File: config.mk
export PLATFORM = sky130hd
export DESIGN_NAME = joypad_controller_flat
export DESIGN_NICKNAME = d
export VERILOG_FILES = /design/src/rtl/joypad_controller_if.sv /design/src/rtl/joypad_controller.sv /design/src/flat_wrapper.sv
export SDC_FILE = /design/constraint.sdc
export NUM_CORES = 1
export LEC_CHECK = 0
export CAP_MARGIN = 20
export CORE_MARGIN = 8
export CORE_UTILIZATION = 45
export CTS_CLUSTER_SIZE = 8
export DETAILED_ROUTE_END_ITERATION = 6
export GPL_TIMING_DRIVEN = 0
export HOLD_SLACK_MARGIN = 0.1
export PLACE_DENSITY = 0.78
export SLEW_MARGIN = 10
export SYNTH_ARGS = -nofsm -noshare
export SYNTH_HDL_FRONTEND = slang
export SYNTH_SLANG_ARGS = --single-unit
File: constraint.sdc
create_clock -name clock -period 1.41 [get_ports clock]
set_input_delay 0.282 -clock clock [delete_from_list [all_inputs] [get_ports clock]]
set_output_delay 0.282 -clock clock [all_outputs]
set_load 0.01 [all_outputs]
File: src/rtl/joypad_controller_if.sv
// ---------------------------------------------------------------------------
// joypad_controller_if
//
// CPU-side memory-mapped bus seen by the joypad block.
//   cs    : chip select for the joypad address range (memory controller)
//   rd_n  : active-low read strobe
//   wr_n  : active-low write strobe
//   A     : 16-bit address
//   Di    : write data from the CPU
//   Do    : read data back to the memory controller's read mux
//
// master : CPU / memory-controller side
// slave  : joypad_controller side
// ---------------------------------------------------------------------------
interface joypad_controller_if;
   logic        cs;
   logic        rd_n;
   logic        wr_n;
   logic [15:0] A;
   logic [7:0]  Di;
   logic [7:0]  Do;

   modport master (output cs, rd_n, wr_n, A, Di, input Do);
   modport slave  (input cs, rd_n, wr_n, A, Di, output Do);
endinterface

File: src/rtl/joypad_controller.sv
// ---------------------------------------------------------------------------
// joypad_controller
//
// P1 joypad register at 0xFF00. Scans a 2x4 active-low button matrix one row
// at a time, debounces all eight buttons, exposes the selected rows through
// P1[3:0] and raises a level interrupt request on any falling P1 input line.
//
// Ports
//   clock       : system clock, rising edge
//   reset       : synchronous, active-high
//   bus         : CPU bus (cs, rd_n, wr_n, A, Di, Do), slave side
//   joypad_data : matrix column inputs, active-low (0 = pressed)
//   joypad_sel  : matrix row selects, active-low; bit 0 directions,
//                 bit 1 buttons
//   int_req     : joypad interrupt request, level
//   int_ack     : single-cycle acknowledge from the interrupt controller
//
// Button order within a row (bit 3..0):
//   directions : Down, Up, Left, Right
//   buttons    : Start, Select, B, A
// ---------------------------------------------------------------------------
module joypad_controller #(
   parameter int SETTLE_CYCLES    = 16,
   parameter int DEBOUNCE_SAMPLES = 4
) (
   input  logic                      clock,
   input  logic                      reset,
   joypad_controller_if.slave        bus,
   input  logic [3:0]                joypad_data,
   output logic [1:0]                joypad_sel,
   output logic                      int_req,
   input  logic                      int_ack
);

   localparam logic [15:0] P1_ADDR = 16'hFF00;
   localparam int          SCW     = $clog2(SETTLE_CYCLES + 1);
   localparam int          DCW     = $clog2(DEBOUNCE_SAMPLES + 1);

   typedef enum logic [1:0] {
      DIR_SETTLE,
      DIR_SAMPLE,
      BTN_SETTLE,
      BTN_SAMPLE
   } scan_state_t;

   scan_state_t    state;
   scan_state_t    state_next;
   logic [SCW-1:0] settle_cnt;
   logic           settle_done;
   logic           dir_sample;
   logic           btn_sample;

   // -------------------------------------------------------------------------
   // Scan FSM: state register
   // -------------------------------------------------------------------------
   // NOTE: sequential state is always written with <= so every flop samples
   // the pre-edge value of its neighbours, independent of statement order.
   always_ff @(posedge clock) begin
      if (reset) state <= DIR_SETTLE;
      else       state <= state_next;
   end

   assign settle_done = ((state == DIR_SETTLE) || (state == BTN_SETTLE)) &&
                        (settle_cnt == SCW'(SETTLE_CYCLES - 1));

   // Counts the cycles spent in a SETTLE state; idles at 0 through SAMPLE.
   always_ff @(posedge clock) begin
      if (reset || settle_done || dir_sample || btn_sample) settle_cnt <= '0;
      else                                                  settle_cnt <= settle_cnt + 1'b1;
   end

   // -------------------------------------------------------------------------
   // Scan FSM: next-state logic
   // -------------------------------------------------------------------------
   // NOTE: every always_comb output gets a default before any branch, so no
   // path can leave it unassigned and infer a latch.
   always_comb begin
      state_next = state;
      case (state)
         DIR_SETTLE: if (settle_done) state_next = DIR_SAMPLE;
         DIR_SAMPLE:                  state_next = BTN_SETTLE;
         BTN_SETTLE: if (settle_done) state_next = BTN_SAMPLE;
         BTN_SAMPLE:                  state_next = DIR_SETTLE;
         default:                     state_next = DIR_SETTLE;
      endcase
   end

   // -------------------------------------------------------------------------
   // Scan FSM: outputs
   // -------------------------------------------------------------------------
   always_comb begin
      joypad_sel = 2'b11;
      dir_sample = 1'b0;
      btn_sample = 1'b0;
      case (state)
         DIR_SETTLE: joypad_sel = 2'b10;
         DIR_SAMPLE: begin
            joypad_sel = 2'b10;
            dir_sample = 1'b1;
         end
         BTN_SETTLE: joypad_sel = 2'b01;
         BTN_SAMPLE: begin
            joypad_sel = 2'b01;
            btn_sample = 1'b1;
         end
         default:    joypad_sel = 2'b11;
      endcase
      // Both rows deselected while held in reset; no sampling either.
      if (reset) begin
         joypad_sel = 2'b11;
         dir_sample = 1'b0;
         btn_sample = 1'b0;
      end
   end

   // -------------------------------------------------------------------------
   // Debouncers: bits 3:0 directions, bits 7:4 buttons
   // -------------------------------------------------------------------------
   logic [7:0]     stable;
   logic [7:0]     stable_next;
   logic [DCW-1:0] match_cnt      [8];
   logic [DCW-1:0] match_cnt_next [8];
   logic [7:0]     sample_vec;
   logic [7:0]     row_en;

   // The same column bus carries whichever row is selected.
   assign sample_vec = {joypad_data, joypad_data};
   assign row_en     = {{4{btn_sample}}, {4{dir_sample}}};

   always_comb begin
      stable_next    = stable;
      match_cnt_next = match_cnt;
      for (int i = 0; i < 8; i++) begin
         if (row_en[i]) begin
            if (sample_vec[i] == stable[i]) begin
               match_cnt_next[i] = '0;
            end else if (match_cnt[i] == DCW'(DEBOUNCE_SAMPLES - 1)) begin
               // This is the DEBOUNCE_SAMPLES-th differing sample in a row.
               stable_next[i]    = sample_vec[i];
               match_cnt_next[i] = '0;
            end else begin
               match_cnt_next[i] = match_cnt[i] + 1'b1;
            end
         end
      end
   end

   // NOTE: the counters are a small flop array, not a RAM, so they can and
   // must take reset; a reset mid-debounce has to discard partial progress.
   always_ff @(posedge clock) begin
      if (reset) begin
         stable <= '1;
         for (int i = 0; i < 8; i++) match_cnt[i] <= '0;
      end else begin
         stable    <= stable_next;
         match_cnt <= match_cnt_next;
      end
   end

   // -------------------------------------------------------------------------
   // P1 register and bus
   // -------------------------------------------------------------------------
   logic [1:0] psel;
   logic [3:0] p1_low;
   logic [7:0] p1_value;
   logic       p1_addr_hit;
   logic       p1_write;
   logic       p1_read;
   logic       unused_di;

   assign p1_addr_hit = (bus.A == P1_ADDR);
   assign p1_write    = bus.cs && !bus.wr_n && p1_addr_hit;
   assign p1_read     = bus.cs && !bus.rd_n && p1_addr_hit;

   // A psel bit of 1 deselects its row, forcing those lines to read released.
   assign p1_low   = (psel[0] ? 4'hF : stable[3:0]) & (psel[1] ? 4'hF : stable[7:4]);
   assign p1_value = {2'b11, psel, p1_low};

   // Any address other than P1, or no read strobe, returns all ones.
   assign bus.Do = p1_read ? p1_value : 8'hFF;

   // Only Di[5:4] are writable.
   assign unused_di = &{1'b0, bus.Di[7:6], bus.Di[3:0]};

   always_ff @(posedge clock) begin
      if (reset)         psel <= 2'b11;
      else if (p1_write) psel <= bus.Di[5:4];
   end

   // -------------------------------------------------------------------------
   // Interrupt: any P1 input line going 1 -> 0, including edges caused by a
   // psel change exposing an already-pressed button.
   // -------------------------------------------------------------------------
   logic [3:0] p1_prev;
   logic       p1_fall;

   assign p1_fall = |(p1_prev & ~p1_low);

   always_ff @(posedge clock) begin
      if (reset) begin
         p1_prev <= 4'hF;
         int_req <= 1'b0;
      end else begin
         p1_prev <= p1_low;
         // A new edge wins over a simultaneous acknowledge.
         if (p1_fall)      int_req <= 1'b1;
         else if (int_ack) int_req <= 1'b0;
      end
   end

endmodule

File: src/flat_wrapper.sv
// flat-port wrapper written by rule: the top's interface ports become plain ports
module joypad_controller_flat 
#(
   parameter int SETTLE_CYCLES    = 16,
   parameter int DEBOUNCE_SAMPLES = 4
)
  (clock, reset, joypad_data, joypad_sel, int_req, int_ack, bus_cs, bus_rd_n, bus_wr_n, bus_A, bus_Di, bus_Do);
  joypad_controller_if bus_i ();
  input  logic clock;
  input  logic reset;
  input  logic [3:0] joypad_data;
  output logic [1:0] joypad_sel;
  output logic int_req;
  input  logic int_ack;
  input wire logic [$bits(bus_i.cs)-1:0] bus_cs;
  input wire logic [$bits(bus_i.rd_n)-1:0] bus_rd_n;
  input wire logic [$bits(bus_i.wr_n)-1:0] bus_wr_n;
  input wire logic [$bits(bus_i.A)-1:0] bus_A;
  input wire logic [$bits(bus_i.Di)-1:0] bus_Di;
  output wire logic [$bits(bus_i.Do)-1:0] bus_Do;
  assign bus_i.cs = bus_cs;
  assign bus_i.rd_n = bus_rd_n;
  assign bus_i.wr_n = bus_wr_n;
  assign bus_i.A = bus_A;
  assign bus_i.Di = bus_Di;
  assign bus_Do = bus_i.Do;
  joypad_controller #(.SETTLE_CYCLES(SETTLE_CYCLES), .DEBOUNCE_SAMPLES(DEBOUNCE_SAMPLES)) u_core (.clock(clock), .reset(reset), .bus(bus_i), .joypad_data(joypad_data), .joypad_sel(joypad_sel), .int_req(int_req), .int_ack(int_ack));
endmodule
==> out/results.ini <==
[power_and_ir_drop]
leakage_uw=0.00122
p_per_area_nw_per_um2=938
vdd_drop_max_mv=0.642
total_power_uw=2850

[synthesis]
synth.distinct_cells=38
syn_inst=239
synth_xor_area_share_pct=3.97
synth_edf_count=0
yosys_warnings=0
yosysTopAreaCell=dfxtp_1
yosysTopAreaCellShare_pct=41.8
yosysMostFrequentCell=dfxtp_1
synthAdderAreaFrac_pct=8.51
synthTopCellsByArea=dfxtp_1 42%, ha_1 8.5%, nand2b_1 7.4%
synth_compound_area_share_pct=10.6
yosys.area_share.simple_pct=24.9
synth_mux_area_share_pct=5.68
synthTopCellsByCount=46 x dfxtp_1, 26 x nand2b_1, 16 x a21oi_1
synth_top_family_by_area=simple AND/OR/NAND/NOR gates
ys_seq_area_share_pct=41.8
avgSynthCellArea_um2=9.22
ys_ff_latch=46
synth_flop_cell=dfxtp_1
synth_area_um2=2200
synthArstFlopShare_pct=0

[global_routing]
antenna_found_initial=0
grt_max_degree=14
grt_overflow=0
grt_util_all_layers_pct=14.6
grt_pass1_wl_um=8670
grt_pass1_vias=1875

[die]
core_um2=4720
rows=25
chipWidth_um=86.0
die_h_um=86.0
start_util_pct=46.7
ios=45
die-area_um2=7400

[layout]
final_area_um2=3040
stdcell_count=359
drive_gt1_share_pct=25.3
nFillCells=364
multi_input_area_um2=1350
regArea_um2=931
area_delta_synth_final_pct=37.7
n_antenna_cell=0
final_util_pct=64.3
nets=341

[clock_network]
clk_latency_ns=0.30
clockBufferDepth=2
clkTransAtPathRegs_ns=0.08
cts_buffers=5
postCtsHoldBufs=0
htree_num_levels=2
cts_root_buffer=clkbuf_8
clock_sinks=46
cts_tree=done

[setup_path]
critPathMaxStageDelay_ns=0.30
reg2reg_to=u_core.match_cnt[6]
setup.worst_path.end_class=output port
rr_startpoint=u_core.state[1]
startpoint=bus_A[6]
ff2ff_setup_slack_ns=0.02
path_buf_inv=3
cp_max_fo=3
worstPathRequired_ns=1.13
path_delay_family=simple AND/OR/NAND/NOR gates
cp.arrival_ns=1.46
reg2reg_depth=7
path_cells=clkdlybuf4s15_1 -> nor3_1 -> nand4_1 -> nor3_4 -> buf_6 -> nand2b_1 -> buf_2
crit_type=in -> out
slowest_stage=nor3_4
crit_path_start_kind=input port

[placement]
dpl.hpwl_um=3650
portBuffers=35
placed_area_um2=2670
dp_cells=342
place.gp.congestion=0.746

[timing]
setup_viol=8
slew_violations=0
finalCritPeriodShare_pct=124
hold_viol=0
timing.fmax_mhz=574
fin_ws_ns=-0.331
fin_crit_ns=1.74
holdWs_ns=0.421
timing.slew.headroom_pct=63.4
grt_setup_unrepaired=yes
fin_skew_ns=0.00488
tightestPinTransition_ns=0.550

[detailed_routing]
wl_per_cell_um=14.8
route.detailed.vias_per_inst=5.13
vias=1841
drt-initial-drc-count=79
drc=0
antenna_left=0
first_pass_iters=4
wirelength_um=5330

[min_path]
hold_depth=1
hp-class=reg -> reg
whs_endpoint=u_core.settle_cnt[0]
hp-start=u_core.settle_cnt[0]

[job]
max_cap_violations=0

[status]
status=finished, violations left
violations=negative setup slack

[area by class of cell]
| cell class | instances | area share [%] |
|---|---|---|
| Buffer | 11 | 2.72 |
| Clock buffer | 6 | 2.72 |
| Clock inverter | 1 | 0.989 |
| Inverter | 12 | 1.65 |
| Multi-Input combinational cell | 170 | 44.5 |
| Sequential cell | 46 | 30.7 |
| Tap cell | 67 | 2.76 |
| Timing Repair Buffer | 46 | 14.1 |
[timing repair]
| item | 4_1_cts | 5_1_grt |
|---|---|---|
| gates resized for setup | 93 | 31 |
| endpoints found under the setup margin | 41 | 27 |
| gates cloned | 0 | 0 |
| setup buffers | 7 | 4 |
| pin swaps | 13 | 6 |
[sequential cells by signal, summed over array words and instances (netlist names)]
register           count
u_core.stable          8
u_core.match_cnt      24
u_core.int_req         1
u_core.psel            2
u_core.p1_prev         4
u_core.settle_cnt      5
u_core.state           2
[metal layers]
layer | up-vias | share of wire, % | wire, um | global-route usage, %
met1 | 867 | 44 | 2330 | 16.7
li1 | 930 | - | - | -
met4 | 0 | 1.6 | 83 | 5.89
met2 | 36 | 52 | 2760 | 25.1
met3 | 8 | 3.0 | 159 | 3.72
met5 | - | 0 | 0 | 0
[report_power, final]
group	internal [uW]	total, uW	switching, uW	leakage, uW
logic	233	457	223	0.000787
clock network	567	997	430	0.0000573
registers	1350	1400	45.8	0.000374
[metrics by stage]
stage | setup slack (ns) | setup TNS (ns)
after global placement | -1.09 | -12.82
after floorplan | -0.0334 | -0.196
after detailed placement | -1.09 | -14.03
final | -0.331 | -2.34
after global routing | -0.404 | -3.01
after CTS | -0.314 | -2.17
[worst max path at each step]
stage                      endpoint  cells after the start
after global routing      bus_Do[5]                      7
after detailed placement  bus_Do[4]                      6
after floorplan           bus_Do[0]                      4
after CTS                 bus_Do[4]                      7
after global placement    bus_Do[1]                      6
final                     bus_Do[4]                      7
[cells by family (layout without fill, tap and decap cells)]
family	count (synthesis)	count (layout)
AOI/OAI and AO/OA	38	38
xor gates and xnor gates	10	10
and+or+nand+nor	93	93
DFF	46	46
muxes	12	12
buffers and inverters	24	76
other	1	2
adders and majority gates	15	15
[cells in the final DEF, fill, tap and decap left out, types with 5 or more instances in the layout]
cell type	count
clkbuf_8	7
dfxtp_1	42
a21oi_1	16
xor2_1	5
nor2_1	12
buf_4	10
nand2_1	7
buf_6	8
and3b_1	5
mux2i_1	8
nand3_1	8
o21ai_0	6
ha_1	9
dlymetal6s2s_1	5
clkdlybuf4s15_1	6
clkdlybuf4s50_1	8
dlygate4sd2_1	5
buf_2	6
nand2b_1	26
nand4_1	6
inv_1	9
No activity file was read; power rests on OpenSTA's default activity.
